===== src/rtl/mem_req_queue.sv =====
// Time-gated trace request FIFO: decodes DDR5 address fields at enqueue and releases
// the head entry once the internal CPU-cycle clock reaches its timestamp. Optional: QUEUE_FFWD_EN.
module mem_req_queue #(
  parameter int QUEUE_DEPTH   = 16,
  parameter int CPU_CYC_WIDTH = 64,
  parameter int CORE_WIDTH    = 4,
  parameter int OPN_WIDTH     = 3,
  parameter int ADDR_WIDTH    = 34
) (
  input  logic                             clk,
  input  logic                             rst,
  input  logic                             in_valid,
  output logic                             in_ready,
  input  logic [CPU_CYC_WIDTH-1:0]         in_cpu_cyc,
  input  logic [CORE_WIDTH-1:0]            in_core,
  input  logic [OPN_WIDTH-1:0]             in_opn,
  input  logic [ADDR_WIDTH-1:0]            in_addr,
  output logic                             out_valid,
  input  logic                             out_ready,
  output logic [CPU_CYC_WIDTH-1:0]         out_cpu_cyc,
  output logic [CORE_WIDTH-1:0]            out_core,
  output logic [OPN_WIDTH-1:0]             out_opn,
  output logic [15:0]                      out_row,
  output logic [9:0]                       out_col,
  output logic [1:0]                       out_bank,
  output logic [2:0]                       out_bg,
  output logic                             out_channel,
  output logic [1:0]                       out_byte,
  output logic [CPU_CYC_WIDTH-1:0]         cpu_clock,
  output logic [$clog2(QUEUE_DEPTH):0]     count,
  output logic                             full,
  output logic                             empty,
  output logic                             err_opn,
  output logic                             err_order
);

  localparam int PTR_W = $clog2(QUEUE_DEPTH);
  localparam int CNT_W = PTR_W + 1;

  function automatic logic [CPU_CYC_WIDTH-1:0] sat_inc(input logic [CPU_CYC_WIDTH-1:0] v);
    return (&v) ? v : v + CPU_CYC_WIDTH'(1);
  endfunction

  logic [CPU_CYC_WIDTH-1:0] cyc_mem  [QUEUE_DEPTH];
  logic [CORE_WIDTH-1:0]    core_mem [QUEUE_DEPTH];
  logic [OPN_WIDTH-1:0]     opn_mem  [QUEUE_DEPTH];
  logic [15:0]              row_mem  [QUEUE_DEPTH];
  logic [9:0]               col_mem  [QUEUE_DEPTH];
  logic [1:0]               bank_mem [QUEUE_DEPTH];
  logic [2:0]               bg_mem   [QUEUE_DEPTH];
  logic                     ch_mem   [QUEUE_DEPTH];
  logic [1:0]               byte_mem [QUEUE_DEPTH];

  logic [PTR_W-1:0]         wr_ptr_q, wr_ptr_d;
  logic [PTR_W-1:0]         rd_ptr_q, rd_ptr_d;
  logic [CNT_W-1:0]         count_q, count_d;
  logic [CPU_CYC_WIDTH-1:0] clk_q, clk_d;
  logic [CPU_CYC_WIDTH-1:0] last_q, last_d;
  logic                     err_opn_q, err_opn_d;
  logic                     err_order_q, err_order_d;

  logic                     accept, opn_legal, push, pop, eligible;
  logic [CPU_CYC_WIDTH-1:0] head_cyc;

  assign full      = (count_q == CNT_W'(QUEUE_DEPTH));
  assign empty     = (count_q == '0);
  assign in_ready  = !full;
  assign opn_legal = (in_opn <= OPN_WIDTH'(2));
  assign accept    = in_valid && in_ready;
  assign push      = accept && opn_legal;

  assign head_cyc  = cyc_mem[rd_ptr_q];
  assign eligible  = (head_cyc <= clk_q);
  assign out_valid = !empty && eligible;
  assign pop       = out_valid && out_ready;

  always_comb begin
    wr_ptr_d    = wr_ptr_q;
    rd_ptr_d    = rd_ptr_q;
    count_d     = count_q;
    last_d      = last_q;
    err_opn_d   = err_opn_q;
    err_order_d = err_order_q;
    clk_d       = sat_inc(clk_q);

    if (push) begin
      wr_ptr_d = wr_ptr_q + PTR_W'(1);
      last_d   = in_cpu_cyc;
      if (in_cpu_cyc < last_q) err_order_d = 1'b1;
    end
    if (accept && !opn_legal) err_opn_d = 1'b1;
    if (pop) rd_ptr_d = rd_ptr_q + PTR_W'(1);

    case ({push, pop})
      2'b10:   count_d = count_q + CNT_W'(1);
      2'b01:   count_d = count_q - CNT_W'(1);
      default: count_d = count_q;
    endcase

`ifdef QUEUE_FFWD_EN
    // Jump over idle trace gaps; the +1 is widened so an all-ones clock cannot wrap.
    if (!empty && ({1'b0, head_cyc} > ({1'b0, clk_q} + (CPU_CYC_WIDTH+1)'(1))))
      clk_d = head_cyc;
`endif
  end

  always_ff @(posedge clk or posedge rst) begin
    if (rst) begin
      wr_ptr_q    <= '0;
      rd_ptr_q    <= '0;
      count_q     <= '0;
      clk_q       <= '0;
      last_q      <= '0;
      err_opn_q   <= 1'b0;
      err_order_q <= 1'b0;
    end else begin
      wr_ptr_q    <= wr_ptr_d;
      rd_ptr_q    <= rd_ptr_d;
      count_q     <= count_d;
      clk_q       <= clk_d;
      last_q      <= last_d;
      err_opn_q   <= err_opn_d;
      err_order_q <= err_order_d;
    end
  end

  // Address fields are decoded here so the read side is a plain mux.
  always_ff @(posedge clk) begin
    if (push) begin
      cyc_mem[wr_ptr_q]  <= in_cpu_cyc;
      core_mem[wr_ptr_q] <= in_core;
      opn_mem[wr_ptr_q]  <= in_opn;
      row_mem[wr_ptr_q]  <= in_addr[33:18];
      col_mem[wr_ptr_q]  <= {in_addr[17:12], in_addr[5:2]};
      bank_mem[wr_ptr_q] <= in_addr[11:10];
      bg_mem[wr_ptr_q]   <= in_addr[9:7];
      ch_mem[wr_ptr_q]   <= in_addr[6];
      byte_mem[wr_ptr_q] <= in_addr[1:0];
    end
  end

  // Storage is not reset, so head fields are forced to zero while the queue is empty.
  assign out_cpu_cyc = empty ? '0   : head_cyc;
  assign out_core    = empty ? '0   : core_mem[rd_ptr_q];
  assign out_opn     = empty ? '0   : opn_mem[rd_ptr_q];
  assign out_row     = empty ? '0   : row_mem[rd_ptr_q];
  assign out_col     = empty ? '0   : col_mem[rd_ptr_q];
  assign out_bank    = empty ? '0   : bank_mem[rd_ptr_q];
  assign out_bg      = empty ? '0   : bg_mem[rd_ptr_q];
  assign out_channel = empty ? 1'b0 : ch_mem[rd_ptr_q];
  assign out_byte    = empty ? '0   : byte_mem[rd_ptr_q];

  assign cpu_clock = clk_q;
  assign count     = count_q;
  assign err_opn   = err_opn_q;
  assign err_order = err_order_q;

endmodule


===== config.mk =====
export PLATFORM = sky130hd
export DESIGN_NAME = mem_req_queue
export DESIGN_NICKNAME = d
export VERILOG_FILES = /design/src/rtl/mem_req_queue.sv
export SDC_FILE = /design/constraint.sdc
export NUM_CORES = 2
export LEC_CHECK = 0
export CORE_ASPECT_RATIO = 1.4
export CORE_MARGIN = 2
export CORE_UTILIZATION = 45
export DETAILED_ROUTE_END_ITERATION = 10
export PLACE_DENSITY = 0.59
export SLEW_MARGIN = 30
export SYNTH_ARGS = -nofsm -noshare
export SYNTH_HDL_FRONTEND = slang
export SYNTH_SLANG_ARGS = --single-unit

===== constraint.sdc =====
create_clock -name clk -period 9.3 [get_ports clk]
set_input_delay 0.93 -clock clk [delete_from_list [all_inputs] [get_ports clk]]
set_output_delay 0.93 -clock clk [all_outputs]
set_load 0.005 [all_outputs]

==> qor.txt <==
Initial Utilization: 45.38%
Reg2Reg Depth: 20
RR Endpoint: count[4]$_DFFE_PP0P_
Hold WC Path Type: register to register
clock root cell: clkbuf_16
first-pass GRT wire length: 267.1 mm
Post-Syn Area: 72910 um^2
crit-path max FO: 30
final setup vio count: 0
Seq/Total Area, Yosys: 74.10%
Post-synth EDFFs: 1680
synth warn: 0
clk_lat worst skew: 0.80 ns
crit start category: register
clk slew on worst S/H paths: 0.06 ns
Critical Path End: out_valid
CP Data Required Time: 8.37 ns
Post-Route WL: 185.0 mm
Leak Pwr: 27.39 nW
Die H: 480.3 um
fill count: 12.63k
Post-Syn Instances: 3493
Hold Buf Count CTS: 0
maxcap violations: 0
total negative slack: 0 ns
final worst setup slack: 1.880 ns
most frequent cell after synthesis: edfxtp_1
drt pass-1 iters: 7
reg2reg start: rd_ptr_q[0]$_DFFE_PP0P_
period utilisation layout: 79.78%
mean post-synth cell area: 20.87 um^2
initial antenna violation count: 22
TritonCTS Sinks: 1823
Main synth FF type: edfxtp_1
final net count: 4131
Die W: 344.2 um
fmax: 134.8 MHz
post_cts resized: 0
max-slew violations: 0
top post-synthesis cells by count: edfxtp_1, mux4_2, inv_1
top cells by area, synth: edfxtp_1, mux4_2, dfrtp_1
Fin. Hold Viols: 0
number of buffers added on ports: 288
TritonCTS clock tree: built
RSZ-0062 raised after global routing: no
gpl congestion: 0.8135
number of synthesized register bits: 1823
vias per cell: 5.883
GRT overflow: 0
Distinct cells, synth: 59
outcome: finished clean
via count: 36.17k
Synth area leader: edfxtp_1
worst IR drop on VDD: 237.8 uV
power per cell area: 269.3 nW/um^2
# IOs: 289
crit path kind: register to output pin
CTS H-tree depth: 4
# DRC: 0
Post-DP HPWL: 101.7 mm
Clock Skews: 0.02033 ns
area of the multi-input gates: 17850 um^2
DP Worst Slack: 2.400 ns
Clock Path Buffers: 3
post-route ant nets: 0
R2R setup slack: 2.70 ns
CP startpoint: rd_ptr_q[0]$_DFFE_PP0P_
min cycle time layout: 7.420 ns
area share of the largest cell type after synthesis: 69.19%
area delta synth->final: 15.79%
Setup crit end kind: output pin
largest net degree at the start of global routing: 95
drt initial violations: 3797
asr flop ratio synth: 7.844%
worst slew pin tran: 1.021 ns
core area: 160700 um^2
final routed wire length divided by cell count: 30.10 um
Seq. cell area: 54040 um^2
post-CTS setup buffers: 0
die area: 165300 um^2
num rows: 174
Slew headroom: 31.93%
vias in the first global route: 37.46k
share of cells above drive strength 1: 21.76%
total track usage: 22.72%
WHS Path Cells: 2
Worst EP arrival: 6.49 ns
Net Count, Synth: 3740
CTS Buf Count: 176
## critical path, stage by stage, from the launching register on
cell and delay (ns):
dfrtp_4 0.80, buf_4 0.60, mux4_2 0.57, mux4_2 0.53, ha_1 0.32, nand4_1 0.18, nor3_1 0.70, a211oi_1 0.16
o22ai_1 0.46, a211oi_2 0.22, a21oi_1 0.43, nor2_1 0.12, clkdlybuf4s50_1 0.53
## sequential cells by signal (all words and copies together) (netlist names)
signal / count
ch_mem: 16
err_order: 1
cpu_clock: 64
cyc_mem: 1024
count: 5
byte_mem: 32
row_mem: 256
last_q: 64
col_mem: 160
bg_mem: 48
wr_ptr_q: 4
opn_mem: 48
rd_ptr_q: 4
bank_mem: 32
err_opn: 1
core_mem: 64
## how the worst min path moves through the flow
stage / to / startpoint / slack [ns]
finish: last_q[0]$_DFFE_PP0P_ / last_q[0]$_DFFE_PP0P_ / 0.48
global route: err_opn$_DFFE_PP0P_ / err_opn$_DFFE_PP0P_ / 0.51
CTS: last_q[0]$_DFFE_PP0P_ / last_q[0]$_DFFE_PP0P_ / 0.48
detailed placement: last_q[0]$_DFFE_PP0P_ / last_q[0]$_DFFE_PP0P_ / 0.47
global placement: last_q[0]$_DFFE_PP0P_ / last_q[0]$_DFFE_PP0P_ / 0.45
floorplan: last_q[0]$_DFFE_PP0P_ / last_q[0]$_DFFE_PP0P_ / 0.44
## cell type report
type,count,area share (%)
Antenna cell,5,0.01482
Clock buffer,241,5.740
Clock inverter,84,0.9588
Inverter,145,0.6624
Multi-Input combinational cell,1379,21.14
Sequential cell,1823,64.00
Tap cell,2112,3.130
Timing Repair Buffer,359,4.352
## cell families after synthesis
kind of cell / share of synthesized area, %
muxes: 16.25
AOI/OAI and AO/OA: 1.541
and+or+nand+nor: 3.372
adders and majority gates: 2.378
DFF: 74.10
buffers and inverters: 1.526
xor gates and xnor gates: 0.8408
## per-layer routing
layer | track usage, % | up-vias | share of wire [%]
met5 | 0 | - | 0.093
met2 | 35.97 | 1276 | 48
met1 | 32.87 | 19490 | 43
met3 | 4.404 | 241 | 7.2
li1 | - | 15140 | -
met4 | 5.256 | 28 | 1.8
## placed cells by master (no fill, tap or decap), types with 32 or more instances in the layout
master and instances:
clkbuf_1 52, ha_1 137, edfxtp_1 1680, xnor2_1 67, clkinv_1 32, nand4_1 36, a21oi_1 48, mux4_2 525
nand3_1 48, buf_4 48, clkbuf_16 182, and2_1 107, clkdlybuf4s50_1 288, dfrtp_1 140, o21ai_0 87, nand2_1 118
nor2_1 38, inv_1 143
## per-stage QoR
stage / util, % / area (um^2) / total power, mW / hold slack, ns / cells
global placement: 48.94 / 78640 / 15.89 / 0.4547 / 5814
global route: 52.54 / 84420 / 23.70 / 0.5069 / 6145
floorplan: - / 72910 / 13.45 / 0.4379 / 3493
finish: 52.55 / 84430 / 22.74 / 0.4750 / 6148
CTS: 52.51 / 84360 / 22.99 / 0.4796 / 6141
detailed placement: 48.99 / 78710 / 15.92 / 0.4653 / 5816
## where the power goes
part           switching (mW)  internal (mW)
logic                    3.03           3.12
registers               0.183           9.34
clock network            3.01           4.06
total                    6.22           16.5
Note: power is estimated with default switching activity, not from simulation.
